$ cat src/rtl/inst_fetch_unit.sv
// rtl/inst_fetch_unit.sv - instruction fetch unit with an in-order fetch queue
// Owns the fetch PC, issues credit-limited requests and discards responses of flushed streams.
module inst_fetch_unit #(
  parameter int                    ADDR_WIDTH = 64,
  parameter int                    INST_WIDTH = 32,
  parameter logic [ADDR_WIDTH-1:0] RESET_PC   = 64'h8000_0000,
  parameter int                    DEPTH      = 4
) (
  input  logic                  clk,
  input  logic                  rst,
  output logic                  imem_req_valid,
  input  logic                  imem_req_ready,
  output logic [ADDR_WIDTH-1:0] imem_req_addr,
  input  logic                  imem_resp_valid,
  input  logic [INST_WIDTH-1:0] imem_resp_inst,
  input  logic                  redirect_valid,
  input  logic [ADDR_WIDTH-1:0] redirect_pc,
  output logic                  out_valid,
  input  logic                  out_ready,
  output logic [ADDR_WIDTH-1:0] out_pc,
  output logic [INST_WIDTH-1:0] out_inst
);
  localparam int PW = $clog2(DEPTH);
  localparam int CW = PW + 1;

  logic [ADDR_WIDTH-1:0] fetch_pc_q, fetch_pc_d;
  logic [ADDR_WIDTH-1:0] pc_q   [DEPTH];
  logic [ADDR_WIDTH-1:0] pc_d   [DEPTH];
  logic [INST_WIDTH-1:0] inst_q [DEPTH];
  logic [INST_WIDTH-1:0] inst_d [DEPTH];
  logic [DEPTH-1:0]      filled_q, filled_d;
  logic [PW-1:0]         alloc_ptr_q, alloc_ptr_d;
  logic [PW-1:0]         fill_ptr_q, fill_ptr_d;
  logic [PW-1:0]         head_ptr_q, head_ptr_d;
  logic [CW-1:0]         count_q, count_d;
  logic [CW-1:0]         drop_cnt_q, drop_cnt_d;
  logic [CW-1:0]         filled_cnt;
  logic [CW-1:0]         unfilled;
  logic                  credit;
  logic                  req_fire;
  logic                  pop;

  // Only allocated entries can be filled, so allocated-minus-filled is the in-flight count.
  always_comb begin
    filled_cnt = '0;
    for (int i = 0; i < DEPTH; i++) begin
      filled_cnt = filled_cnt + CW'(filled_q[i]);
    end
  end

  assign unfilled       = count_q - filled_cnt;
  assign credit         = ({1'b0, count_q} + {1'b0, drop_cnt_q}) < (CW+1)'(DEPTH);
  assign imem_req_valid = credit && !redirect_valid && !rst;
  assign imem_req_addr  = fetch_pc_q;
  assign req_fire       = imem_req_valid && imem_req_ready;
  assign out_valid      = filled_q[head_ptr_q] && (count_q != '0) && !redirect_valid;
  assign out_pc         = pc_q[head_ptr_q];
  assign out_inst       = inst_q[head_ptr_q];
  assign pop            = out_valid && out_ready;

  always_comb begin
    fetch_pc_d  = fetch_pc_q;
    pc_d        = pc_q;
    inst_d      = inst_q;
    filled_d    = filled_q;
    alloc_ptr_d = alloc_ptr_q;
    fill_ptr_d  = fill_ptr_q;
    head_ptr_d  = head_ptr_q;
    count_d     = count_q;
    drop_cnt_d  = drop_cnt_q;
    if (redirect_valid) begin
      // A response landing in the redirect cycle is stale and consumes one drop credit now.
      fetch_pc_d  = redirect_pc;
      filled_d    = '0;
      alloc_ptr_d = '0;
      fill_ptr_d  = '0;
      head_ptr_d  = '0;
      count_d     = '0;
      drop_cnt_d  = drop_cnt_q + unfilled - CW'(imem_resp_valid);
    end else begin
      if (req_fire) begin
        pc_d[alloc_ptr_q]     = fetch_pc_q;
        filled_d[alloc_ptr_q] = 1'b0;
        alloc_ptr_d           = alloc_ptr_q + 1'b1;
        fetch_pc_d            = fetch_pc_q + ADDR_WIDTH'(4);
      end
      if (imem_resp_valid) begin
        if (drop_cnt_q != '0) begin
          drop_cnt_d = drop_cnt_q - 1'b1;
        end else begin
          inst_d[fill_ptr_q]   = imem_resp_inst;
          filled_d[fill_ptr_q] = 1'b1;
          fill_ptr_d           = fill_ptr_q + 1'b1;
        end
      end
      if (pop) begin
        filled_d[head_ptr_q] = 1'b0;
        head_ptr_d           = head_ptr_q + 1'b1;
      end
      count_d = count_q + CW'(req_fire) - CW'(pop);
    end
  end

  always_ff @(posedge clk or posedge rst) begin
    if (rst) begin
      fetch_pc_q  <= RESET_PC;
      for (int i = 0; i < DEPTH; i++) begin
        pc_q[i]   <= '0;
        inst_q[i] <= '0;
      end
      filled_q    <= '0;
      alloc_ptr_q <= '0;
      fill_ptr_q  <= '0;
      head_ptr_q  <= '0;
      count_q     <= '0;
      drop_cnt_q  <= '0;
    end else begin
      fetch_pc_q  <= fetch_pc_d;
      pc_q        <= pc_d;
      inst_q      <= inst_d;
      filled_q    <= filled_d;
      alloc_ptr_q <= alloc_ptr_d;
      fill_ptr_q  <= fill_ptr_d;
      head_ptr_q  <= head_ptr_d;
      count_q     <= count_d;
      drop_cnt_q  <= drop_cnt_d;
    end
  end
endmodule

$ cat config.mk
export PLATFORM = sky130hd
export DESIGN_NAME = inst_fetch_unit
export DESIGN_NICKNAME = d
export VERILOG_FILES = /design/src/rtl/inst_fetch_unit.sv
export SDC_FILE = /design/constraint.sdc
export NUM_CORES = 1
export LEC_CHECK = 0
export BUFFER_PORTS_ARGS = -buffer_cell sky130_fd_sc_hd__clkbuf_2
export CAP_MARGIN = 10
export CORE_ASPECT_RATIO = 1.5
export CORE_UTILIZATION = 59
export DETAILED_ROUTE_END_ITERATION = 6
export MAX_ROUTING_LAYER = met4
export PLACE_DENSITY = 0.89
export SLEW_MARGIN = 20
export SYNTH_ARGS = -nofsm -noshare
export SYNTH_HDL_FRONTEND = slang
export SYNTH_SLANG_ARGS = --single-unit
$ cat constraint.sdc
create_clock -name clk -period 18.3 [get_ports clk]
set_input_delay 3.66 -clock clk [delete_from_list [all_inputs] [get_ports clk]]
set_output_delay 3.66 -clock clk [all_outputs]
set_load 0.01 [all_outputs]
==> results of run 1 <==
## power groups by stage
| stage | logic, mW | registers, mW | clock network, mW |
|---|---|---|---|
| floorplan | 0.506 | 1.36 | 0 |
| global placement | 0.688 | 1.40 | 0 |
| detailed placement | 0.720 | 1.42 | 0 |
| CTS | 0.729 | 1.41 | 0.969 |
| global route | 0.782 | 1.44 | 1.00 |
| finish | 0.730 | 1.41 | 0.952 |
## path summary, 6_finish.rpt
check                               start           endpoint  slack (ns)  cells past startpoint
setup / recovery           redirect_valid     imem_req_valid       10.02                      4
hold / removal                  pc_q[107]          pc_q[107]        0.48                      2
setup reg to reg               count_q[2]         count_q[2]       14.47                     13
hold reg to reg                 pc_q[107]          pc_q[107]        0.48                      2
max in group asynchronous             rst  imem_req_addr[55]       13.54                      3
min in group asynchronous             rst        inst_q[118]        3.27                      2
## layout by cell type (no fill, tap or decap), types with 14 or more instances in the layout
| cell | Yosys | layout |
|---|---|---|
| xnor2_1 | 16 | 16 |
| ha_1 | 22 | 22 |
| clkbuf_16 | 0 | 45 |
| mux4_2 | 97 | 97 |
| nand4_1 | 32 | 32 |
| nand3_1 | 49 | 49 |
| clkbuf_2 | 2 | 262 |
| nor4_1 | 17 | 17 |
| nor3_1 | 15 | 15 |
| mux2_2 | 346 | 346 |
| nor2_1 | 38 | 34 |
| a21oi_1 | 14 | 14 |
| nor2b_1 | 14 | 14 |
| inv_1 | 32 | 30 |
| nand2_1 | 131 | 127 |
| a22oi_1 | 16 | 16 |
| dfrtp_1 | 463 | 461 |
| o211ai_1 | 17 | 17 |
| o21ai_0 | 73 | 73 |
| or4_1 | 18 | 18 |
## worst min-delay path: stages (launching register included)
cell and delay (ns):
dfrtp_1 0.34, nand2_1 0.05, o21ai_0 0.06
## through the flow
| step | power [mW] | cell area, um^2 |
|---|---|---|
| after floorplan | 1.868 | 21880 |
| after global placement | 2.084 | 23400 |
| after detailed placement | 2.144 | 23400 |
| after CTS | 3.106 | 24900 |
| after global routing | 3.225 | 25010 |
| final | 3.095 | 25010 |
## flip-flops by register name (all words and copies together) (netlist names)
register and count:
inst_q 128, head_ptr_q 2, pc_q 256, imem_req_addr 64
alloc_ptr_q 2, fill_ptr_q 2, filled_q 4, drop_cnt_q 3
count_q 3
## per-layer routing
| metal | global-route usage, % | vias up |
|---|---|---|
| li1 | - | 6417 |
| met1 | 35.54 | 7719 |
| met2 | 49.79 | 552 |
| met3 | 5.597 | 172 |
| met4 | 15.38 | 0 |
| met5 | - | - |
## logic make-up after synthesis
family / after synthesis / share of synthesized area, %
compound gates: 150 / 4.307
mux: 452 / 28.21
simple gates: 364 / 8.551
xor+xnor: 22 / 0.8808
flops: 464 / 53.08
buf+inv: 167 / 3.117
fa+ha+maj: 29 / 1.853
## cell type report
cell class	count	area share (%)
clock inverters	23	1.121
well taps	484	2.421
diodes	6	0.06003
multi-input cells	1017	38.69
flip-flops and latches	464	46.46
inverters	32	0.5302
repair buffers	276	5.853
clock buffers	56	4.867
==> flow_metrics.tcl, run 1 <==
set metrics [dict create \
    fin_util_pct 68.37 \
    period_needed_ns 8.279 \
    drt-pass1-iter-count 7 \
    grt_pass1_wl_um 86370 \
    fp.dieW_um 159.2 \
    rsz0062_at_grt "no" \
    fin_setup_tns_ns 0 \
    p_leak_nw 11.60 \
    dp_cells 2271 \
    slowest_delay_ns 0.45 \
    syn_nets 1778 \
    critical_path_class "primary input to output port" \
    power.share.combinational_pct 23.6 \
    cp_slowest_cell "buf_4" \
    insertion_delay_ns 0.56 \
    htree_levels 2 \
    drtIter0Drc 1108 \
    met2WireLength_um 27740 \
    endpoint_kind "output port" \
    postSynthAreaPerCell_um2 13.27 \
    synth.most_common_cell "dfrtp_1" \
    synth_seq_cells 464 \
    max_freq_mhz 120.8 \
    ios 264 \
    wire_per_inst_um 23.11 \
    p_int_mw 2.196 \
    finalSetupViolations 0 \
    wl_met1_um 20590 \
    gp_congestion 0.8715 \
    finalMaxSlewViolations 0 \
    worst_pin_slew_ns 1.109 \
    critPathTopFamily "buffers and inverters" \
    detail-route-antenna-nets 0 \
    slew_headroom_pct 25.86 \
    path_buf_inv 2 \
    wl_um 54500 \
    cts-root-buf "clkbuf_16" \
    clkTransAtPathRegs_ns 0.06 \
    coreArea_mm2 0.03659 \
    whs_ns 0.4775 \
    required_ns 14.64 \
    drc 1 \
    grt_max_degree 160 \
    crit_arrival_ns 4.62 \
    topRoutingLayerUsed "met4" \
    worst_slack_ns 10.02 \
    run_status "complete, but fails checks" \
    p_per_area_mw_per_mm2 123.7 \
    crit_path_start_kind "primary input" \
    cts_setup_buffers 0 \
    dieArea_mm2 0.03787 \
    ctsResizeCount 0 \
    grt_overflow 0 \
    critPathMaxFanout 46 \
    grtUsageTotal_pct 30.16 \
    multiInputGateArea_mm2 0.009678 \
    vias 14860 \
    first_global_vias 15860 \
    ys_top_cells_by_area "dfrtp_1 53%, mux2_2 18%, mux4_2 10%, nand2_1 2.2%, o21ai_0 1.7%" \
    wl_met3_um 3420 \
    synth_commonest_cells "463 x dfrtp_1, 346 x mux2_2, 131 x nand2_1" \
    tritoncts "yes" \
    clkSinkCount 464 \
    seqPwrFrac_pct 45.6 \
    die_h_um 237.8 \
    hold_path.class "flip-flop to flip-flop" \
    layout-drive-gt1-share_pct 43.63 \
    synth.top_cell.area_share_pct 52.96 \
    violations "DRC" \
    synth_top_flop_cell "dfrtp_1" \
    cts_hold_buf 0 \
    ir_worst_vdd_v 0.0001004 \
    io_buffer_count 263 \
    start_util_pct 59.79 \
    fin_nets 1965 \
    area_delta_synth_final_pct 14.34 \
    switching_power_uw 898.8 \
    seqCellArea_mm2 0.01162 \
    num_rows 86 \
    synth_cell_types 58 \
    clk_path_buf_depth 3 \
    yosysTopAreaCell "dfrtp_1" \
    drv_cap 0 \
    mappedNetlistArea_mm2 0.02188 \
    hpwl_um 34380 \
    viasPerCell 6.302 \
    ys_warn_count 0 \
    p_sw_share_pct 29.04 \
    synthArstFlopShare_pct 100.0 \
    synth_edf_count 0 \
    finClkSkew_ns 0.01372 \
    seq_area_frac_synth_pct 53.08 \
    p_clk_share_pct 30.8 \
    finalNonFillerCells 2358 \
    cts_buffers 44 \
    hold_viol 0 \
    dp_worst_setup_slack_ns 10.05 \
    fillers 2459 \
    fin_crit_sh_pct 45.24 \
    netlist_instances 1648 \
    crit_chain "buf_4 > nor3_1 > and3_1 > clkbuf_2" \
    antenna_found_initial 6 \
]
Power figures use the tool's default switching activity.
==> run 2, diff against run 1 <==
--- a/config.mk
+++ b/config.mk
@@ -5,13 +5,14 @@
 export SDC_FILE = /design/constraint.sdc
 export NUM_CORES = 1
 export LEC_CHECK = 0
+export ABC_AREA = 1
 export BUFFER_PORTS_ARGS = -buffer_cell sky130_fd_sc_hd__clkbuf_2
 export CAP_MARGIN = 10
 export CORE_ASPECT_RATIO = 1.5
-export CORE_UTILIZATION = 59
+export CORE_UTILIZATION = 53
 export DETAILED_ROUTE_END_ITERATION = 6
 export MAX_ROUTING_LAYER = met4
-export PLACE_DENSITY = 0.89
+export PLACE_DENSITY = 0.84
 export SLEW_MARGIN = 20
 export SYNTH_ARGS = -nofsm -noshare
 export SYNTH_HDL_FRONTEND = slang
==> constraint.sdc (replaced) <==
create_clock -name clk -period 7.4 [get_ports clk]
set_input_delay 1.48 -clock clk [delete_from_list [all_inputs] [get_ports clk]]
set_output_delay 1.48 -clock clk [all_outputs]
set_load 0.01 [all_outputs]
==> run 2 against run 1 <==
  * The run now ends clean
  * Design area rose by 0.98%
  * Sequential share of layout area fell by 0.46 points
  * Setup slack got worse by 7.6 ns
  * Global-route usage rose by 2.6 points
  * Total power rose by 150%
  * Critical path type unchanged
  * Largest cell class unchanged
  * Highest routed layer unchanged
==> flow_metrics.tcl, run 2 <==
set metrics [dict create \
    synth_cell_types 30 \
    finalMaxSlewViolations 0 \
    reg2reg_slack_ns 3.26 \
    cts_setup_buffers 0 \
    clk_path_buf_depth 3 \
    ys_warn_count 0 \
    fin_crit_sh_pct 67.03 \
    seqCellArea_mm2 0.01162 \
    synth.most_common_cell "nand2_1" \
    area_delta_synth_final_pct 13.45 \
    gp_congestion 0.9710 \
    period_needed_ns 4.960 \
    synthArstFlopShare_pct 100.0 \
    layout-drive-gt1-share_pct 12.10 \
    dp_worst_setup_slack_ns 2.498 \
    htree_levels 2 \
    grt_pass1_wl_um 106700 \
    synth_edf_count 0 \
    synth_commonest_cells "822 x nand2_1, 591 x o21ai_0, 463 x dfrtp_1" \
    cp-startpoint "redirect_valid" \
    grtUsageTotal_pct 32.80 \
    coreArea_mm2 0.04122 \
    finClkSkew_ns 0.01410 \
    hold_viol 0 \
    postSynthAreaPerCell_um2 7.850 \
    num_rows 91 \
    viasPerCell 5.779 \
    clkTransAtPathRegs_ns 0.06 \
    use_met3_pct 5.189 \
    worst_slack_ns 2.440 \
    multiInputGateArea_mm2 0.009369 \
    cts_hold_buf 0 \
    first_global_vias 20080 \
    wl_um 67830 \
    crit_path_start_kind "primary input" \
    layout_common_cells "822 x nand2_1, 591 x o21ai_0, 461 x dfrtp_1" \
    mappedNetlistArea_mm2 0.02226 \
    synth_top_flop_cell "dfrtp_1" \
    grt_max_degree 153 \
    ir_worst_vdd_v 0.0002207 \
    ctsResizeCount 0 \
    seqPwrFrac_pct 46.0 \
    whs_ns 0.4783 \
    netlist_instances 2836 \
    p_leak_nw 12.40 \
    power.share.combinational_pct 24.2 \
    crit_arrival_ns 3.48 \
    clkSinkCount 464 \
    max_freq_mhz 201.6 \
    syn_nets 2966 \
    cts_buffers 44 \
    yosysTopAreaCell "dfrtp_1" \
    synth_seq_cells 464 \
    hold_path.class "flip-flop to flip-flop" \
    rsz0062_at_grt "no" \
    drtIter0Drc 2244 \
    antenna_found_initial 1 \
    hpwl_um 45470 \
    p_int_mw 5.178 \
    insertion_delay_ns 0.56 \
    final_common_cell "nand2_1" \
    wire_per_inst_um 18.88 \
    cp-endpoint "out_valid" \
    cts-root-buf "clkbuf_16" \
    ys_top_cells_by_area "dfrtp_1 52%, nand2_1 14%, o21ai_0 13%, nor2_1 5.9%, inv_1 2.7%" \
    p_sw_share_pct 32.74 \
    drt-pass1-iter-count 6 \
    grt_util_met1_pct 37.80 \
    critical_path_class "primary input to output port" \
    regMostFlops "pc_q" \
    p_per_area_mw_per_mm2 304.8 \
    die_h_um 253.0 \
    finalSetupViolations 0 \
    drv_cap 0 \
    vias 20760 \
    seq_area_frac_synth_pct 52.16 \
    p_clk_share_pct 29.8 \
    drc 0 \
    worst_pin_slew_ns 0.9769 \
    grt_overflow 0 \
    endpoint_kind "output port" \
    critPathMaxFanout 50 \
    start_util_pct 54.01 \
    detail-route-antenna-nets 0 \
    grt-busiest-layer "met2" \
    required_ns 5.92 \
    r2r_end "count_q[2]" \
    fp.dieW_um 169.3 \
    dieArea_mm2 0.04284 \
    run_status "completed" \
    fillers 3460 \
    switching_power_mw 2.521 \
    fin_nets 3132 \
    largest_reg_flops 256 \
    ios 264 \
    grt.met2_usage_pct 53.97 \
    r2r-start "head_ptr_q[0]" \
    synth.top_cell.area_share_pct 52.04 \
    slew_headroom_pct 34.87 \
    tritoncts "yes" \
    reg2reg_depth 13 \
    io_buffer_count 263 \
]
[run 2: changes by cell type in the layout (fill, tap and decap cells not counted), moves of 24 or more]
cell	change
o21ai_0	+518
nor2_1	+313
o22ai_1	+96
mux2_2	-346
inv_1	+129
nand4_1	-24
nand2_1	+695
mux4_2	-97
[run 2: power groups by stage]
stage	combinational, mW	sequential, mW	clock [mW]
detailed placement	1.86	3.56	0
floorplan	1.18	3.47	0
global route	2.09	3.61	2.42
CTS	1.87	3.53	2.33
global placement	1.78	3.52	0
finish	1.86	3.54	2.29
[run 2: per-stage QoR]
stage          total power, mW  setup TNS [ns]  util, %  cells  area, um^2
6_report                 7.699               0    61.28   3592       25260
5_1_grt                  8.119               0    61.28   3592       25260
4_1_cts                  7.723               0    61.27   3591       25250
3_5_place_dp             5.420               0    57.76   3514       23810
3_3_place_gp             5.305               0    57.76   3514       23810
2_1_floorplan            4.651         -166.74        -   2836       22270
[run 2: critical path: stages]
cell,delay (ns)
clkbuf_2,0.52
buf_4,0.56
inv_1,0.38
nand2_1,0.17
a21oi_1,0.05
nand2_1,0.09
inv_1,0.06
clkbuf_2,0.13
[run 2: worst min path at each step]
stage | startpoint | endpoint | slack (ns) | cells after the start
detailed placement | pc_q[135] | pc_q[135] | 0.46 | 2
floorplan | pc_q[140] | pc_q[140] | 0.44 | 2
CTS | pc_q[135] | pc_q[135] | 0.48 | 2
global route | pc_q[69] | pc_q[69] | 0.50 | 2
global placement | pc_q[85] | pc_q[85] | 0.46 | 2
finish | pc_q[135] | pc_q[135] | 0.48 | 2
[run 2: layout make-up]
cell class                 count  share of cell area (%)
antenna                        1                0.009908
tap                          558                   2.764
timing repair buffer         286                   5.945
clock buffer                  62                   4.989
clock inverter                15                  0.7381
sequential                   464                   46.00
multi-input combinational   2042                   37.10
inverter                     164                   2.462
[run 2: cell families after synthesis]
| logic type | after synthesis | synth area share (%) |
|---|---|---|
| and+or+nand+nor | 1253 | 21.82 |
| AOI/OAI and AO/OA | 737 | 17.41 |
| buffers and inverters | 330 | 5.890 |
| xor gates and xnor gates | 24 | 0.9442 |
| adders and majority gates | 28 | 1.776 |
| DFF | 464 | 52.16 |
[run 2: routing by layer]
metal | part of all wire (%) | vias to the layer above
met5 | 0 | -
li1 | - | 9577
met2 | 49 | 1045
met4 | 6.2 | 0
met1 | 37 | 9921
met3 | 8.0 | 215
==> run 3, diff against run 2 <==
--- a/config.mk
+++ b/config.mk
@@ -5,14 +5,14 @@
 export SDC_FILE = /design/constraint.sdc
 export NUM_CORES = 1
 export LEC_CHECK = 0
-export ABC_AREA = 1
+export ABC_AREA = 0
 export BUFFER_PORTS_ARGS = -buffer_cell sky130_fd_sc_hd__clkbuf_2
 export CAP_MARGIN = 10
 export CORE_ASPECT_RATIO = 1.5
-export CORE_UTILIZATION = 53
+export CORE_UTILIZATION = 59
 export DETAILED_ROUTE_END_ITERATION = 6
 export MAX_ROUTING_LAYER = met4
-export PLACE_DENSITY = 0.84
+export PLACE_DENSITY = 0.89
 export SLEW_MARGIN = 20
 export SYNTH_ARGS = -nofsm -noshare
 export SYNTH_HDL_FRONTEND = slang
==> constraint.sdc (replaced) <==
create_clock -name clk -period 4.7 [get_ports clk]
set_input_delay 0.94 -clock clk [delete_from_list [all_inputs] [get_ports clk]]
set_output_delay 0.94 -clock clk [all_outputs]
set_load 0.01 [all_outputs]
==> run 3 against run 2 <==
  * The run now ends with DRC left
  * Wire length is 18% lower
  * Largest power group unchanged
  * Critical endpoint is now drop_cnt_q[2]
  * Setup slack got worse by 1.4 ns
  * Clock power grew 62%
  * Combinational power increased by 54%
  * Via count is 28% lower
  * Sequential share of layout area increased by 0.22 points
  * Flip-flop and latch count is the same
  * Clock skew is 0.015 ns higher
==> flow_metrics.tcl, run 3 (synthesis gave the netlist of run 1 again) <==
set metrics [dict create \
    htree_levels 2 \
    crit_arrival_ns 4.13 \
    start_util_pct 59.79 \
    antenna_found_initial 1 \
    period_needed_ns 3.689 \
    grtUsageTotal_pct 30.92 \
    p_sw_share_pct 29.22 \
    hpwl_um 36290 \
    grt_pass1_wl_um 88390 \
    run_status "complete, but fails checks" \
    hold_path.class "primary input to async pin" \
    io_buffer_count 263 \
    cts_setup_buffers 0 \
    fin_nets 1979 \
    layout_common_cells "461 x dfrtp_1, 346 x mux2_2, 262 x clkbuf_2" \
    critPathMaxFanout 2 \
    detail-route-antenna-nets 0 \
    crit_chain "clkbuf_2 > inv_1 > fa_1 > inv_1 > fa_1 > fa_1 > fa_1 > fa_1 > xor2_1 > xnor2_1 > a21oi_1 > xnor2_1" \
    max_freq_mhz 271.1 \
    drtIter0Drc 1485 \
    viasPerCell 6.328 \
    seqPwrFrac_pct 45.6 \
    layout-drive-gt1-share_pct 44.03 \
    ir_worst_vdd_v 0.0003957 \
    finClkSkew_ns 0.02893 \
    p_clk_share_pct 30.7 \
    wl_um 55680 \
    r2r-start "filled_q[0]" \
    cp_slowest_cell "fa_1" \
    dieArea_mm2 0.03787 \
    ctsResizeCount 0 \
    fin_crit_sh_pct 78.49 \
    crit_top_cell "fa_1" \
    rsz0062_at_grt "no" \
    drc 1 \
    regMostFlops "pc_q" \
    vias 14980 \
    slew_headroom_pct 35.75 \
    tritoncts "yes" \
    whs_ns 0.4765 \
    crit_path_start_kind "primary input" \
    slowest_delay_ns 0.57 \
    fp.dieW_um 159.2 \
    p_total_mw 12.06 \
    gp_congestion 0.9078 \
    r2r_end "drop_cnt_q[2]" \
    grt_max_degree 140 \
    reg2reg_slack_ns 1.17 \
    cts_buffers 44 \
    final_common_cell "dfrtp_1" \
    clkSinkCount 464 \
    cts-root-buf "clkbuf_16" \
    power.share.combinational_pct 23.7 \
    insertion_delay_ns 0.57 \
    finalMaxSlewViolations 0 \
    p_per_area_mw_per_mm2 479.8 \
    clk_path_buf_depth 3 \
    wire_per_inst_um 23.51 \
    die_h_um 237.8 \
    dp_cells 2287 \
    violations "DRC" \
    coreArea_mm2 0.03659 \
    drv_cap 0 \
    critical_path_class "primary input to flip-flop" \
    first_global_vias 15890 \
    clkTransAtPathRegs_ns 0.06 \
    endpoint_kind "flip-flop" \
    grt_overflow 0 \
    cts_hold_buf 0 \
    p_int_mw 8.538 \
    worst_pin_slew_ns 0.9549 \
    ios 264 \
    finalSetupViolations 0 \
    drt-pass1-iter-count 7 \
    area_delta_synth_final_pct 14.94 \
    finalNonFillerCells 2368 \
    reg2reg_depth 11 \
    largest_reg_flops 256 \
    fillers 2389 \
    p_leak_nw 11.75 \
    switching_power_mw 3.525 \
    required_ns 5.14 \
    num_rows 86 \
    hold_viol 0 \
]
[run 3: changes by cell type in the layout (fill, tap and decap cells not counted), sizes merged, moves of 18 or more]
cell   before  now
mux4        0   97
nand3      70   49
nor4        0   18
mux2        0  346
o21ai     609   73
o22ai      96    0
inv       163   34
nand2     824  131
or4         0   20
nand4       8   34
nor2      347   38
[run 3: worst max-delay path by stage]
stage                         start              to  depth (start not counted)
floorplan                       rst  alloc_ptr_q[0]                          1
global placement    imem_resp_valid   drop_cnt_q[2]                         12
detailed placement  imem_resp_valid   drop_cnt_q[2]                         12
CTS                   head_ptr_q[0]      out_pc[55]                          3
global route        imem_resp_valid   drop_cnt_q[2]                         12
finish              imem_resp_valid   drop_cnt_q[2]                         12
[run 3: per-stage QoR]
stage                     setup TNS (ns)  util (%)  instance area, um^2  worst slack (ns)
final                                  0     68.73                25140             1.011
after global routing                   0     68.73                25140            0.9489
after CTS                              0     68.72                25140             1.036
after detailed placement               0     64.61                23640            0.4678
after global placement                 0     64.61                23640            0.5398
after floorplan                 -1167.59         -                21880            -2.520
[run 3: metal layers]
layer	GRT usage, %	wire [um]	share of wire (%)	vias up
li1	-	-	-	6448
met1	35.75	20310	36	7702
met2	51.37	28730	52	650
met3	6.205	3762	6.8	184
met4	15.91	2877	5.2	0
met5	-	0	0	-
[run 3: area by class of cell]
| type | count | area (um^2) | share of cell area [%] |
|---|---|---|---|
| multi-input cells | 1017 | 9643 | 38.35 |
| repair buffers | 290 | 1647 | 6.549 |
| diodes | 1 | 2.502 | 0.009952 |
| clock buffers | 62 | 1290 | 5.130 |
| clock inverters | 18 | 212.7 | 0.8459 |
| inverters | 32 | 123.9 | 0.4926 |
| flip-flops and latches | 464 | 11620 | 46.21 |
| well taps | 484 | 605.6 | 2.408 |
[run 3: power by group through the flow]
| stage | sequential, mW | clock (mW) | combinational, mW |
|---|---|---|---|
| after detailed placement | 5.55 | 0 | 2.85 |
| after global routing | 5.61 | 3.91 | 3.07 |
| after floorplan | 5.30 | 0 | 1.97 |
| final | 5.51 | 3.70 | 2.86 |
| after global placement | 5.44 | 0 | 2.71 |
| after CTS | 5.49 | 3.74 | 2.88 |
[run 3: critical path: cells and delay by family]
family | cells | cell delay (ns)
AO/OA/AOI/OAI | 1 | 0.10
XOR/XNOR | 3 | 0.48
adder cells (fa/ha/maj) | 5 | 2.39
buffers and inverters | 3 | 0.23
